--- config.mk ---
export PLATFORM = sky130hd
export DESIGN_NAME = seq_magnitude_comparator
export DESIGN_NICKNAME = d
export VERILOG_FILES = /design/src/rtl/seq_magnitude_comparator.sv
export SDC_FILE = /design/constraint.sdc
export NUM_CORES = 1
export LEC_CHECK = 0
export CAP_MARGIN = 0
export CORE_MARGIN = 2
export CORE_UTILIZATION = 57
export CTS_BUF_LIST = sky130_fd_sc_hd__clkbuf_4
export DETAILED_ROUTE_END_ITERATION = 10
export GPL_ROUTABILITY_DRIVEN = 0
export PLACE_DENSITY = 0.86
export RECOVER_POWER = 50
export SYNTH_ARGS = -nofsm -noshare
export SYNTH_HDL_FRONTEND = slang
export SYNTH_SLANG_ARGS = --single-unit
export TNS_END_PERCENT = 50
--- constraint.sdc ---
create_clock -name clk -period 3.9 [get_ports clk]
set_input_delay 0.39 -clock clk [delete_from_list [all_inputs] [get_ports clk]]
set_output_delay 0.39 -clock clk [all_outputs]
set_load 0.05 [all_outputs]
--- src/rtl/seq_magnitude_comparator.sv ---
// seq_magnitude_comparator: MSB-first digit-serial magnitude compare, DIGIT bits per clock,
// unsigned or two's-complement, with start/busy/done handshake and held results.
module seq_magnitude_comparator #(
    parameter int WIDTH = 8,
    parameter int DIGIT = 2,
    parameter int EARLY_EXIT = 1,
    localparam int NDIG = WIDTH / DIGIT,
    localparam int CW = $clog2(NDIG) + 1
) (
    input  logic             clk,
    input  logic             rst_n,
    input  logic             start,
    input  logic             signed_mode,
    input  logic [WIDTH-1:0] a,
    input  logic [WIDTH-1:0] b,
    output logic             busy,
    output logic             done,
    output logic             a_gt_b,
    output logic             a_lt_b,
    output logic             a_eq_b,
    output logic [CW-1:0]    cycles
);
    localparam logic [0:0] IDLE = 1'b0, COMPARE = 1'b1;
    localparam logic [WIDTH-1:0] MSB = {1'b1, {(WIDTH-1){1'b0}}};

    generate
        if (WIDTH < 2 || WIDTH % DIGIT != 0) begin : g_bad_params
            $error("seq_magnitude_comparator: WIDTH must be >= 2 and a multiple of DIGIT");
        end
    endgenerate

    logic [0:0]       state;
    logic [WIDTH-1:0] sa, sb;
    logic [CW-1:0]    cnt;
    logic             rec_gt, rec_lt;
    logic [DIGIT-1:0] da, db;
    logic             dgt, dlt, found, fin;

    assign da    = sa[WIDTH-1 -: DIGIT];
    assign db    = sb[WIDTH-1 -: DIGIT];
    assign dgt   = da > db;
    assign dlt   = da < db;
    assign found = rec_gt | rec_lt;
    assign fin   = cnt == CW'(1) || (EARLY_EXIT != 0 && (dgt || dlt));

    // Flipping both MSBs maps two's-complement order onto unsigned order
    always_ff @(posedge clk) begin
        if (!rst_n) begin
            state  <= IDLE;
            busy   <= 1'b0;
            done   <= 1'b0;
            a_gt_b <= 1'b0;
            a_lt_b <= 1'b0;
            a_eq_b <= 1'b0;
            cycles <= '0;
            cnt    <= '0;
            sa     <= '0;
            sb     <= '0;
            rec_gt <= 1'b0;
            rec_lt <= 1'b0;
        end else begin
            done <= 1'b0;
            if (state == IDLE) begin
                if (start) begin
                    sa     <= signed_mode ? a ^ MSB : a;
                    sb     <= signed_mode ? b ^ MSB : b;
                    a_gt_b <= 1'b0;
                    a_lt_b <= 1'b0;
                    a_eq_b <= 1'b0;
                    cycles <= '0;
                    cnt    <= CW'(NDIG);
                    rec_gt <= 1'b0;
                    rec_lt <= 1'b0;
                    busy   <= 1'b1;
                    state  <= COMPARE;
                end
            end else begin
                cycles <= cycles + CW'(1);
                sa     <= sa << DIGIT;
                sb     <= sb << DIGIT;
                cnt    <= cnt - CW'(1);
                if (!found) begin
                    rec_gt <= dgt;
                    rec_lt <= dlt;
                end
                if (fin) begin
                    a_gt_b <= found ? rec_gt : dgt;
                    a_lt_b <= found ? rec_lt : dlt;
                    a_eq_b <= !found && !dgt && !dlt;
                    done   <= 1'b1;
                    busy   <= 1'b0;
                    state  <= IDLE;
                end
            end
        end
    end
endmodule

* Word-level counts from Yosys, hierarchy flattened
Index checks and enable logic that the tools add are counted.
** Operators by class
- Add/subtract/negate cells :: 2
- Bitwise operators :: 4
- Muxes and demuxes :: 28
- Reduce and logical (&&, ||, !) cells :: 11
- Eq/ne operators :: 2
- $lt $le $gt $ge :: 2
** Operators by type and width (number)
- 8-bit two-way mux :: 6
- 1-bit two-way mux :: 18
- 3-bit two-way mux :: 4
- 2-bit AND reduction :: 2
- 3-bit by 1-bit adder with 3-bit output (second input constant) :: 1
- 3-bit by 1-bit equality test with 1-bit output (second input constant) :: 1
- 1-bit logical NOT :: 3
- 1-bit inverter :: 3
- 3-bit by 1-bit subtractor with 3-bit output (second input constant) :: 1
- 2-bit > comparator :: 1
- 1-bit logical AND :: 2
- 1-bit logical OR :: 2
- 2-bit less-than comparator :: 1
- 2-bit by 1-bit inequality test with 1-bit output (second input constant) :: 1
- 2-bit nonzero test :: 1
- 2-bit OR reduction :: 1
- 1-bit bitwise OR :: 1
** Storage, ports and cells
- Output and inout bits :: 8
- Register bits :: 30

* Logic depth before layout (Yosys ltp)
Gate-level depths: netlist (run 1).
- Depth after elaboration :: 6
- Mapped depth :: 6
- Mapped depth without buffers :: 6

* Least setup slack after synthesis (run 1)
OpenSTA, ideal clock, no wires.
- Path kind :: register -> register
- From :: register cycles[0]
- To :: register cycles[2]
- Clock period less this slack :: 1397 ps
- Setup slack :: 2503 ps
- Arrival time :: 1282 ps
- Cell stages (with the launch flop) :: 6
- Buffers on the path :: 0
- Cell sequence :: dfxtp_1 ha_1 nor2b_1 o21ai_0 o21ai_0 and2_1
** On the way
- Word-level cells in the longest chain between the ends :: 2
** RTL lines
- start: declaration :: RTL line 21 : output logic [CW-1:0] cycles
- start signal: assignment :: RTL line 78 : cycles <= cycles + CW'(1);
- 3-bit by 1-bit adder with 3-bit output :: RTL line 78
- 3-bit two-way mux :: RTL line 63 : if (state == IDLE) begin
No other way between the ends.
A chain may end at the register's enable or synchronous reset.

* Worst setup path in the final report (run 1)
- From :: input port start
- To :: register a_eq_b
** On the way
- Word-level cells in the longest chain between the ends :: 2
** RTL lines
- start: declaration :: RTL line 12 : input logic start,
- 2-bit nonzero test (no line)
- 2-bit AND reduction (no line)
- end signal: assignment :: RTL line 89 : a_eq_b <= !found && !dgt && !dlt;
- end: declaration :: RTL line 20 : output logic a_eq_b,
No other way between the ends.

==> metrics.md, run 1 <==
| Metric | Value |
|---|---|
| FMAX | 0.396 GHz |
| Num CTS Buffers | 5 |
| Ports | 28 |
| Largest family of logic cells by synthesized area | simple AND/OR/NAND/NOR gates |
| CP bufs+invs | 2 |
| Post-DRT Antenna Nets | 0 |
| Finished Layout Cells | 206 |
| H-Tree Depth | 2 |
| Outcome | complete, no violations |
| XOR/XNOR Fraction of Synth Area | 0.0120 |
| Net Sw Power | 0.000193 W |
| DRC viols | 0 |
| Number of detailed-route iterations in the first pass | 4 |
| CTS root buffer | clkbuf_4 |
| Hold EP | a_lt_b |
| Row count | 18 |
| Post-synthesis sequential area ratio | 0.410 |
| Top post-synthesis cells by area | dfxtp_1 41%, mux2i_1 10%, o211a_1 7.5% |
| DP Wirelength | 1810 um |
| RSZ-0062 raised after global routing | false |
| Length of routed met2 wiring | 1180 um |
| Reg2Reg Depth | 4 |
| # hold bufs at CTS | 0 |
| Max-cap viol count | 0 |
| Gate power share | 0.229 |
| Peak supply drop | 0.000319 V |
| Sequential Power Share | 0.531 |
| Post-Synth Adder-Cell Area | 0.0427 |
| Simple-gate share of the synthesized area | 0.184 |
| CTS sink count | 30 |
| Routed wire length | 2530 um |
| Placeable Area | 0.00245 sq mm |
| DR iter-0 viols | 11 |
| Final slew viol count | 0 |
| GRT Total Usage | 0.199 |
| CP Cell Sequence | dlygate4sd3_1, clkbuf_1, nor2_4, a41oi_1, nor2_2, a41o_1 |
| Fin. Hold Viols | 0 |
| Metal3 WL | 111 um |
| Via/cell ratio | 5.29 |
| Area Overhead vs Synth | 17.7% |
| Yosys warns | 0 |
| Nets@finish | 202 |
| CP top delay family | buffers and inverters |
| Hold Startpoint | a_lt_b |
| Sw frac | 0.293 |
| Via count | 1,089 |
| Arrival @ worst endpoint | 2740 ps |
| # port buffers | 27 |
| Clock tree buffer depth | 2 |
| Startpoint Class | input port |
| Fin area | 0.00172 sq mm |
| Placed Cells | 200 |
| Final Setup Violations | 0 |
| Slowest-stage cell, CP | clkbuf_1 |
| Final Critical Period | 2520 ps |
| Worst endpoint required time | 4120 ps |
| Mapped cell area | 0.00146 sq mm |
| Drt wl/cell | 12.3 um |
| Pwr Density | 383 mW/mm^2 |
| Area post-placement | 0.00171 sq mm |
| Max stage delay on crit path | 1010 ps |
| Gates resized, CTS repair | 0 |
| Die Area | 0.00299 sq mm |
| Die span in x | 54.7 um |
| Setup crit end kind | flip-flop |
| Pint | 0.000466 W |
| Largest net degree at the start of global routing | 30 |
| FF-to-FF Start | state |
| Ant. Diodes | 0 |
| Largest fanout on the critical path | 24 |
| Cell taking the most area after synthesis | dfxtp_1 |
| Syn Inst Count | 152 |
| Yosys reg bits | 30 |
| Rel. slew slack | 0.0742 |
| Clock slew at reported path FFs | 80 ps |
| HP Class | flip-flop to flip-flop |
| Worst-Margin Slew | 1390 ps |
| Initial antenna violation count | 0 |
| R2R Setup Slk | 2230 ps |
| Starting Density | 0.596 |
| Critical path depth | 6 |
| Die Ht | 54.7 um |
| Layout cell share with drive strength beyond 1 | 0.0625 |
| Clock Power Share | 0.240 |
| Uppermost layer routed | met4 |
| Period Utilization, post-route | 0.647 |
| Reg2reg end | a_eq_b |
| Post-Route Setup TNS | 0 ps |
| Number of post-CTS setup repair buffers | 0 |
| M1 wire length | 1170 um |
| GRT Residual Overflow | 0 |
| Clk_lat worst skew | 330 ps |
| Post-synthesis compound-gate area fraction | 0.183 |
| Leakage power | 0.794 nW |
| Post-synthesis mux area share | 0.103 |
| Syn Nets | 177 |
| Post-Syn Area per Cell | 9.63 sq um |
| Synth top area share | 0.410 |
| Netlist cell types | 34 |
| Vias in the first global route | 959 |
| Clock skew | 8.77 ps |
| CTS tree | done |
| First-pass GRT wire length | 4090 um |
| Hold Path Stages | 2 |
| Critical path type | input port to flip-flop |
## worst max path at each step
stage | startpoint | to | slack, ps
after floorplan | cycles[0] | cycles[2] | 2500
after global routing | start | a_eq_b | 1220
final | start | a_eq_b | 1380
after detailed placement | rst_n | sb[7] | 1810
after CTS | cycles[0] | cycles[0] | 1970
after global placement | rst_n | sa[7] | 1890
## placed cells by master, fill, tap and decap left out, types with 3 or more instances in the layout
| cell type | n |
|---|---|
| nor2_1 | 6 |
| a21oi_1 | 3 |
| o21ai_0 | 8 |
| nor2b_1 | 7 |
| dfxtp_1 | 30 |
| mux2i_1 | 15 |
| nand3_1 | 6 |
| o211a_1 | 11 |
| nand2_1 | 20 |
| inv_1 | 6 |
| clkdlybuf4s50_1 | 25 |
| ha_1 | 5 |
| clkbuf_4 | 5 |
## Yosys cell counts
library cell / count
dfxtp_1: 30
nand2_1: 20
mux2i_1: 15
o211a_1: 11
o21ai_0: 8
nor2b_1: 7
inv_1: 6
nand3_1: 6
nor2_1: 6
buf_2: 5
ha_1: 5
a21oi_1: 3
buf_4: 3
a21boi_0: 2
buf_6: 2
nand2b_4: 2
nor3b_1: 2
o21a_1: 2
xnor2_1: 2
a32oi_1: 1
a41o_1: 1
a41oi_4: 1
and2_1: 1
and2_2: 1
and3_1: 1
inv_2: 1
nand2b_1: 1
nor2_2: 1
nor2_4: 1
nor3_1: 1
o211ai_1: 1
o22ai_1: 1
o31ai_2: 1
or2_1: 1
## cell families after synthesis
kind of cell               Yosys count
adders and majority gates            5
xor gates and xnor gates             2
AOI/OAI and AO/OA                   32
muxes                               15
buffers and inverters               17
DFF                                 30
and+or+nand+nor                     51
## power groups by stage
| stage | sequential [W] | combinational (W) | clock (W) |
|---|---|---|---|
| after floorplan | 0.000365 | 0.000108 | 0 |
| after global placement | 0.000356 | 0.000153 | 0 |
| after detailed placement | 0.000357 | 0.000158 | 0 |
| after CTS | 0.000350 | 0.000158 | 0.000162 |
| after global routing | 0.000353 | 0.000167 | 0.000175 |
| final | 0.000350 | 0.000151 | 0.000158 |
## registers in the layout (all words and copies together) (netlist names), 3 cells and up
register / flops
sb: 8
cycles: 3
cnt: 3
sa: 8
## metrics by stage
stage / hold WS (ps) / power [W] / setup WS (ps) / util
2_1_floorplan: 443 / 0.000473 / 2500 / -
3_3_place_gp: 450 / 0.000509 / 1890 / 0.696
3_5_place_dp: 462 / 0.000515 / 1810 / 0.696
4_1_cts: 484 / 0.000670 / 1970 / 0.713
5_1_grt: 500 / 0.000695 / 1220 / 0.702
6_report: 479 / 0.000659 / 1380 / 0.702
## cell type report
cell class / count / area, sq um
fill: 198 / 732
clock inverter: 1 / 3.75
multi-input combinational: 105 / 743
timing repair buffer: 28 / 274
inverter: 7 / 26.3
sequential: 30 / 601
clock buffer: 5 / 37.5
tap: 30 / 37.5
## tightest hold or removal path: cells and delay by family, from the launching register on
kind	cells	cell delay, ps
AO/OA/AOI/OAI	1	60
flip-flops	1	320
AND/OR/NAND/NOR	1	50
## per-layer routing
| metal | global-route usage | vias up |
|---|---|---|
| li1 | - | 573 |
| met1 | 0.237 | 485 |
| met2 | 0.306 | 23 |
| met3 | 0.0574 | 8 |
| met4 | 0.138 | 0 |
| met5 | 0 | - |
Power figures use the tool's default switching activity.
==> run 2: changes to the inputs <==
--- a/config.mk
+++ b/config.mk
@@ -7,11 +7,11 @@
 export LEC_CHECK = 0
 export CAP_MARGIN = 0
 export CORE_MARGIN = 2
-export CORE_UTILIZATION = 57
+export CORE_UTILIZATION = 48
 export CTS_BUF_LIST = sky130_fd_sc_hd__clkbuf_4
 export DETAILED_ROUTE_END_ITERATION = 10
 export GPL_ROUTABILITY_DRIVEN = 0
-export PLACE_DENSITY = 0.86
+export PLACE_DENSITY = 0.78
 export RECOVER_POWER = 50
 export SYNTH_ARGS = -nofsm -noshare
 export SYNTH_HDL_FRONTEND = slang
==> constraint.sdc (replaced) <==
create_clock -name clk -period 2.05 [get_ports clk]
set_input_delay 0.205 -clock clk [delete_from_list [all_inputs] [get_ports clk]]
set_output_delay 0.205 -clock clk [all_outputs]
set_load 0.05 [all_outputs]
==> run 2 against run 1 <==
Final cell count up 3.9%; flip-flop and latch count unchanged; die area up 17%.
==> metrics.md, run 2 (synthesis gave the netlist of run 1 again) <==
| Metric | Value |
|---|---|
| Hold EP | sa[7] |
| Commonest non-fill, non-tap cell in the layout | dfxtp_1 |
| Max-cap viol count | 0 |
| Outcome | complete, no violations |
| CTS root buffer | clkbuf_4 |
| Worst-Margin Slew | 652 ps |
| Post-Route Setup TNS | 0 ps |
| Pwr Density | 728 mW/mm^2 |
| RSZ-0062 raised after global routing | false |
| Reg2reg end | a_lt_b |
| Slowest-stage cell, CP | clkdlybuf4s50_1 |
| CTS tree | done |
| CP top delay family | buffers and inverters |
| M1 GR Usage | 0.187 |
| GRT met2 Usage | 0.308 |
| Die Area | 0.00351 sq mm |
| Number of post-CTS setup repair buffers | 0 |
| Leakage power | 0.813 nW |
| Critical path type | flip-flop to output pin |
| Largest fanout on the critical path | 3 |
| Fin area | 0.00177 sq mm |
| Number of detailed-route iterations in the first pass | 4 |
| CP bufs+invs | 1 |
| Arrival @ worst endpoint | 1550 ps |
| First-pass GRT wire length | 4510 um |
| Ant. Diodes | 0 |
| Most frequent cells in the layout | 30 x dfxtp_1, 27 x clkdlybuf4s50_1, 20 x nand2_1, 15 x mux2i_1, 11 x o211a_1 |
| Starting Density | 0.492 |
| Rel. slew slack | 0.565 |
| # hold bufs at CTS | 0 |
| Clk_lat worst skew | 340 ps |
| Largest net degree at the start of global routing | 25 |
| Sequential Power Share | 0.511 |
| Clock Power Share | 0.251 |
| Area post-placement | 0.00174 sq mm |
| Biggest regs | sa x8, sb x8 |
| Met3 Use GR | 0.0459 |
| Die span in x | 59.2 um |
| Gates resized, CTS repair | 0 |
| Clock tree buffer depth | 2 |
| Fin. Hold Viols | 0 |
| Clock skew | 9.23 ps |
| DRC viols | 0 |
| H-Tree Depth | 2 |
| GRT Residual Overflow | 0 |
| # port buffers | 27 |
| Setup crit end kind | output pin |
| Initial antenna violation count | 0 |
| Via count | 1,132 |
| WHS | 476 ps |
| Max stage delay on crit path | 820 ps |
| Gr busiest metal | met2 |
| DR iter-0 viols | 39 |
| Reg2Reg Depth | 5 |
| Hold Path Stages | 2 |
| Area Overhead vs Synth | 21.0% |
| Routed wire length | 2660 um |
| Placeable Area | 0.00298 sq mm |
| HP Class | flip-flop to flip-flop |
| Row count | 20 |
| CP Cell Sequence | clkdlybuf4s50_1 |
| Pint | 0.000896 W |
| Post-DRT Antenna Nets | 0 |
| Final slew viol count | 0 |
| Layout cell share with drive strength beyond 1 | 0.0718 |
| Final Setup Violations | 0 |
| Via/cell ratio | 5.29 |
| Period Utilization, post-route | 0.854 |
| Final Critical Period | 1750 ps |
| FMAX | 0.571 GHz |
| Num CTS Buffers | 5 |
| Vias in the first global route | 1,071 |
| Startpoint Class | flip-flop |
| Net Sw Power | 0.000394 W |
| FF-to-FF Start | state |
| Hold Startpoint | sa[5] |
| DP Wirelength | 1950 um |
| Nets@finish | 205 |
| Clock slew at reported path FFs | 100 ps |
| GRT Total Usage | 0.176 |
| Worst endpoint required time | 1850 ps |
| CTS sink count | 30 |
| Peak supply drop | 0.000343 V |
| Die Ht | 59.2 um |
| Drt wl/cell | 12.4 um |
| R2R Setup Slk | 400 ps |
| Gate power share | 0.238 |
| Sw frac | 0.305 |
| Ports | 28 |
[run 2: worst max path at each step]
| stage | start | endpoint | cells past startpoint |
|---|---|---|---|
| final | cycles[0] | cycles[0] | 1 |
| after global routing | cycles[0] | cycles[0] | 1 |
| after CTS | cycles[0] | cycles[0] | 1 |
| after detailed placement | start | sa[4] | 5 |
| after global placement | start | sa[5] | 5 |
| after floorplan | cycles[0] | cycles[2] | 5 |
[run 2: layout make-up]
cell class              count  area [sq um]
inverters                   7          26.3
clock buffers               5          37.5
repair buffers             31           297
multi-input cells         105           758
fillers                   275          1210
clock inverters             3          11.3
well taps                  33          41.3
flip-flops and latches     30           601
[run 2: power by group through the flow]
| stage | logic (W) | registers, W | clock network, W |
|---|---|---|---|
| floorplan | 0.000206 | 0.000695 | 0 |
| global placement | 0.000303 | 0.000672 | 0 |
| detailed placement | 0.000312 | 0.000675 | 0 |
| CTS | 0.000314 | 0.000661 | 0.000334 |
| global route | 0.000339 | 0.000666 | 0.000362 |
| finish | 0.000307 | 0.000660 | 0.000324 |
[run 2: metrics by stage]
stage	utilization	power [W]	setup slack, ps	cells
after floorplan	-	0.000900	653	152
after global placement	0.583	0.000975	471	206
after detailed placement	0.583	0.000987	435	206
after CTS	0.599	0.00131	284	214
after global routing	0.595	0.00137	247	214
final	0.595	0.00129	299	214
[run 2: layer usage]
layer / up-vias / wire [um] / share of wire
li1: 579 / - / -
met1: 516 / 1140 / 0.43
met4: 0 / 65 / 0.024
met3: 7 / 131 / 0.049
met5: - / 0 / 0
met2: 30 / 1320 / 0.50
[run 2: tightest hold or removal path, delay by kind of cell (launching register included)]
kind            cells  cell delay, ps
flops               1             320
compound gates      1              60
simple gates        1              60
==> run 3: changes to the inputs <==
--- a/config.mk
+++ b/config.mk
@@ -5,13 +5,14 @@
 export SDC_FILE = /design/constraint.sdc
 export NUM_CORES = 1
 export LEC_CHECK = 0
+export ABC_AREA = 1
 export CAP_MARGIN = 0
 export CORE_MARGIN = 2
-export CORE_UTILIZATION = 48
+export CORE_UTILIZATION = 47
 export CTS_BUF_LIST = sky130_fd_sc_hd__clkbuf_4
 export DETAILED_ROUTE_END_ITERATION = 10
 export GPL_ROUTABILITY_DRIVEN = 0
-export PLACE_DENSITY = 0.78
+export PLACE_DENSITY = 0.77
 export RECOVER_POWER = 50
 export SYNTH_ARGS = -nofsm -noshare
 export SYNTH_HDL_FRONTEND = slang
==> run 3 against run 2 <==
Worst setup slack better by 16 ps; die area fell by 4.9%; worst hold slack got worse by 42 ps; sequential share of layout area grew 1.6 points; register-to-register slack improved by 240 ps; sequential power decreased by 1%; largest power group unchanged.
==> metrics.md, run 3 <==
| Metric | Value |
|---|---|
| Max stage delay on crit path | 820 ps |
| Gates resized, CTS repair | 0 |
| Syn Inst Count | 183 |
| Arrival @ worst endpoint | 1530 ps |
| # hold bufs at CTS | 0 |
| Clock Power Share | 0.268 |
| FF-to-FF Start | sb[7] |
| Synth top area share | 0.442 |
| Num CTS Buffers | 5 |
| Most frequent cells in the layout | 57 x nand2_1, 30 x dfxtp_1, 28 x inv_1, 26 x clkdlybuf4s50_1, 14 x a21oi_1 |
| Sequential Power Share | 0.513 |
| Critical path depth | 1 |
| Setup crit end kind | output pin |
| Outcome | complete, no violations |
| Post-DRT Antenna Nets | 0 |
| Die Ht | 57.7 um |
| Top post-synthesis cells by area | dfxtp_1 44%, nand2_1 16%, inv_1 7.5% |
| First-pass GRT wire length | 4860 um |
| CP top delay family | buffers and inverters |
| Worst endpoint required time | 1850 ps |
| Commonest non-fill, non-tap cell in the layout | nand2_1 |
| H-Tree Depth | 2 |
| Number of post-CTS setup repair buffers | 0 |
| Row count | 19 |
| Critical path type | flip-flop to output pin |
| Clock skew | 5.24 ps |
| Gate power share | 0.219 |
| Reg2reg end | a_lt_b |
| Die span in x | 57.7 um |
| Largest fanout on the critical path | 4 |
| Most frequent cells after synthesis | 57 x nand2_1, 30 x dfxtp_1, 27 x inv_1 |
| Yosys warns | 0 |
| CTS tree | done |
| Via count | 1,232 |
| Mapped cell area | 0.00136 sq mm |
| Area Overhead vs Synth | 24.7% |
| R2R Setup Slk | 640 ps |
| Net Sw Power | 0.000392 W |
| Ant. Diodes | 0 |
| Nets@finish | 238 |
| Post-synthesis sequential area ratio | 0.442 |
| Area post-placement | 0.00164 sq mm |
| Final Critical Period | 1740 ps |
| Max-cap viol count | 0 |
| Total Power | 0.00127 W |
| Fin. Hold Viols | 0 |
| Post-Syn Area per Cell | 7.42 sq um |
| Biggest regs | sa x8, sb x8 |
| Cell taking the most area after synthesis | dfxtp_1 |
| Pwr Density | 751 mW/mm^2 |
| # port buffers | 27 |
| DRC viols | 0 |
| Peak supply drop | 0.000475 V |
| Startpoint Class | flip-flop |
| Most common cell in the netlist | nand2_1 |
| Worst-Margin Slew | 497 ps |
| CTS root buffer | clkbuf_4 |
| Clock slew at reported path FFs | 90 ps |
| FMAX | 0.576 GHz |
| CTS sink count | 30 |
| Setup ws final | 314 ps |
| Rel. slew slack | 0.668 |
| Number of detailed-route iterations in the first pass | 5 |
| Ports | 28 |
| Critical Path End | cycles[0] |
| # fillers | 257 |
| Sw frac | 0.308 |
| Post-place setup slack | 421 ps |
| GRT Residual Overflow | 0 |
| Clk_lat worst skew | 330 ps |
| RSZ-0062 raised after global routing | false |
| Reg2Reg Depth | 8 |
| Slowest-stage cell, CP | clkdlybuf4s50_1 |
| Post-synth EDFFs | 0 |
| Placeable Area | 0.00276 sq mm |
| Via/cell ratio | 5.03 |
| DP Wirelength | 2100 um |
| Largest net degree at the start of global routing | 18 |
| GRT Total Usage | 0.192 |
| Yosys reg bits | 30 |
| DR iter-0 viols | 32 |
| Layout cell share with drive strength beyond 1 | 0.0514 |
| Routed wire length | 2790 um |
| Period Utilization, post-route | 0.847 |
| Main synth FF type | dfxtp_1 |
| CP Cell Sequence | clkdlybuf4s50_1 |
| Vias in the first global route | 1,175 |
| Final Setup Violations | 0 |
| Leakage power | 0.788 nW |
| Clock tree buffer depth | 2 |
| Drt wl/cell | 11.4 um |
| CP bufs+invs | 1 |
| Post-Route Setup TNS | 0 ps |
| Netlist cell types | 28 |
| Pint | 0.000880 W |
| Fin area | 0.00169 sq mm |
| Final slew viol count | 0 |
| Starting Density | 0.492 |
| Die Area | 0.00333 sq mm |
| Crit path launch | cycles[0] |
| Initial antenna violation count | 0 |
| HP Class | input port to flip-flop |
| Asr flop ratio synth | 0 |
| Syn Nets | 208 |
-- run 3: cell count changes after synthesis, moves of 6 or more --
cell | previous run | this run
nor2b_1 | 7 | 0
mux2i_1 | 15 | 0
o211a_1 | 11 | 0
nand2_1 | 20 | 57
inv_1 | 6 | 27
a22oi_1 | 0 | 6
a21oi_1 | 3 | 14
-- run 3: power by group through the flow --
stage          Sequential [W]  Clock (W)  Combinational [W]
2_1_floorplan        0.000692          0           0.000162
3_3_place_gp         0.000665          0           0.000272
3_5_place_dp         0.000666          0           0.000279
4_1_cts              0.000653   0.000355           0.000280
5_1_grt              0.000659   0.000375           0.000314
6_report             0.000653   0.000341           0.000278
-- run 3: area by class of cell --
type	count	area, sq um	share of cell area
clock buffers	6	45.0	0.0266
well taps	31	38.8	0.0229
flip-flops and latches	30	601	0.355
multi-input cells	117	598	0.353
inverters	29	109	0.0643
clock inverters	2	8.76	0.00517
repair buffers	30	293	0.173
-- run 3: stage by stage --
step                hold slack [ps]  utilization  std cells
floorplan                       345            -        183
global placement                461        0.594        237
detailed placement              470        0.594        237
CTS                             423        0.614        245
global route                    433        0.614        245
finish                          434        0.614        245
-- run 3: how the worst min path moves through the flow --
| stage | startpoint | to | cells after the start |
|---|---|---|---|
| after floorplan | start | sa[1] | 2 |
| after global routing | b[0] | sb[0] | 3 |
| after detailed placement | sb[1] | sb[1] | 2 |
| after CTS | b[0] | sb[0] | 3 |
| after global placement | sb[1] | sb[1] | 2 |
| final | b[0] | sb[0] | 3 |
-- run 3: metal layers --
| metal | global-route usage | share of wire | vias to the layer above |
|---|---|---|---|
| li1 | - | - | 643 |
| met1 | 0.230 | 0.45 | 547 |
| met2 | 0.299 | 0.48 | 31 |
| met3 | 0.0491 | 0.035 | 11 |
| met4 | 0.136 | 0.035 | 0 |
| met5 | 0 | 0 | - |
-- run 3: cells by family after synthesis --
| kind of cell | count (synthesis) | synth area share |
|---|---|---|
| fa+ha+maj | 5 | 0.0461 |
| compound gates | 32 | 0.145 |
| simple gates | 78 | 0.237 |
| flops | 30 | 0.442 |
| buf+inv | 36 | 0.117 |
| xor+xnor | 2 | 0.0129 |
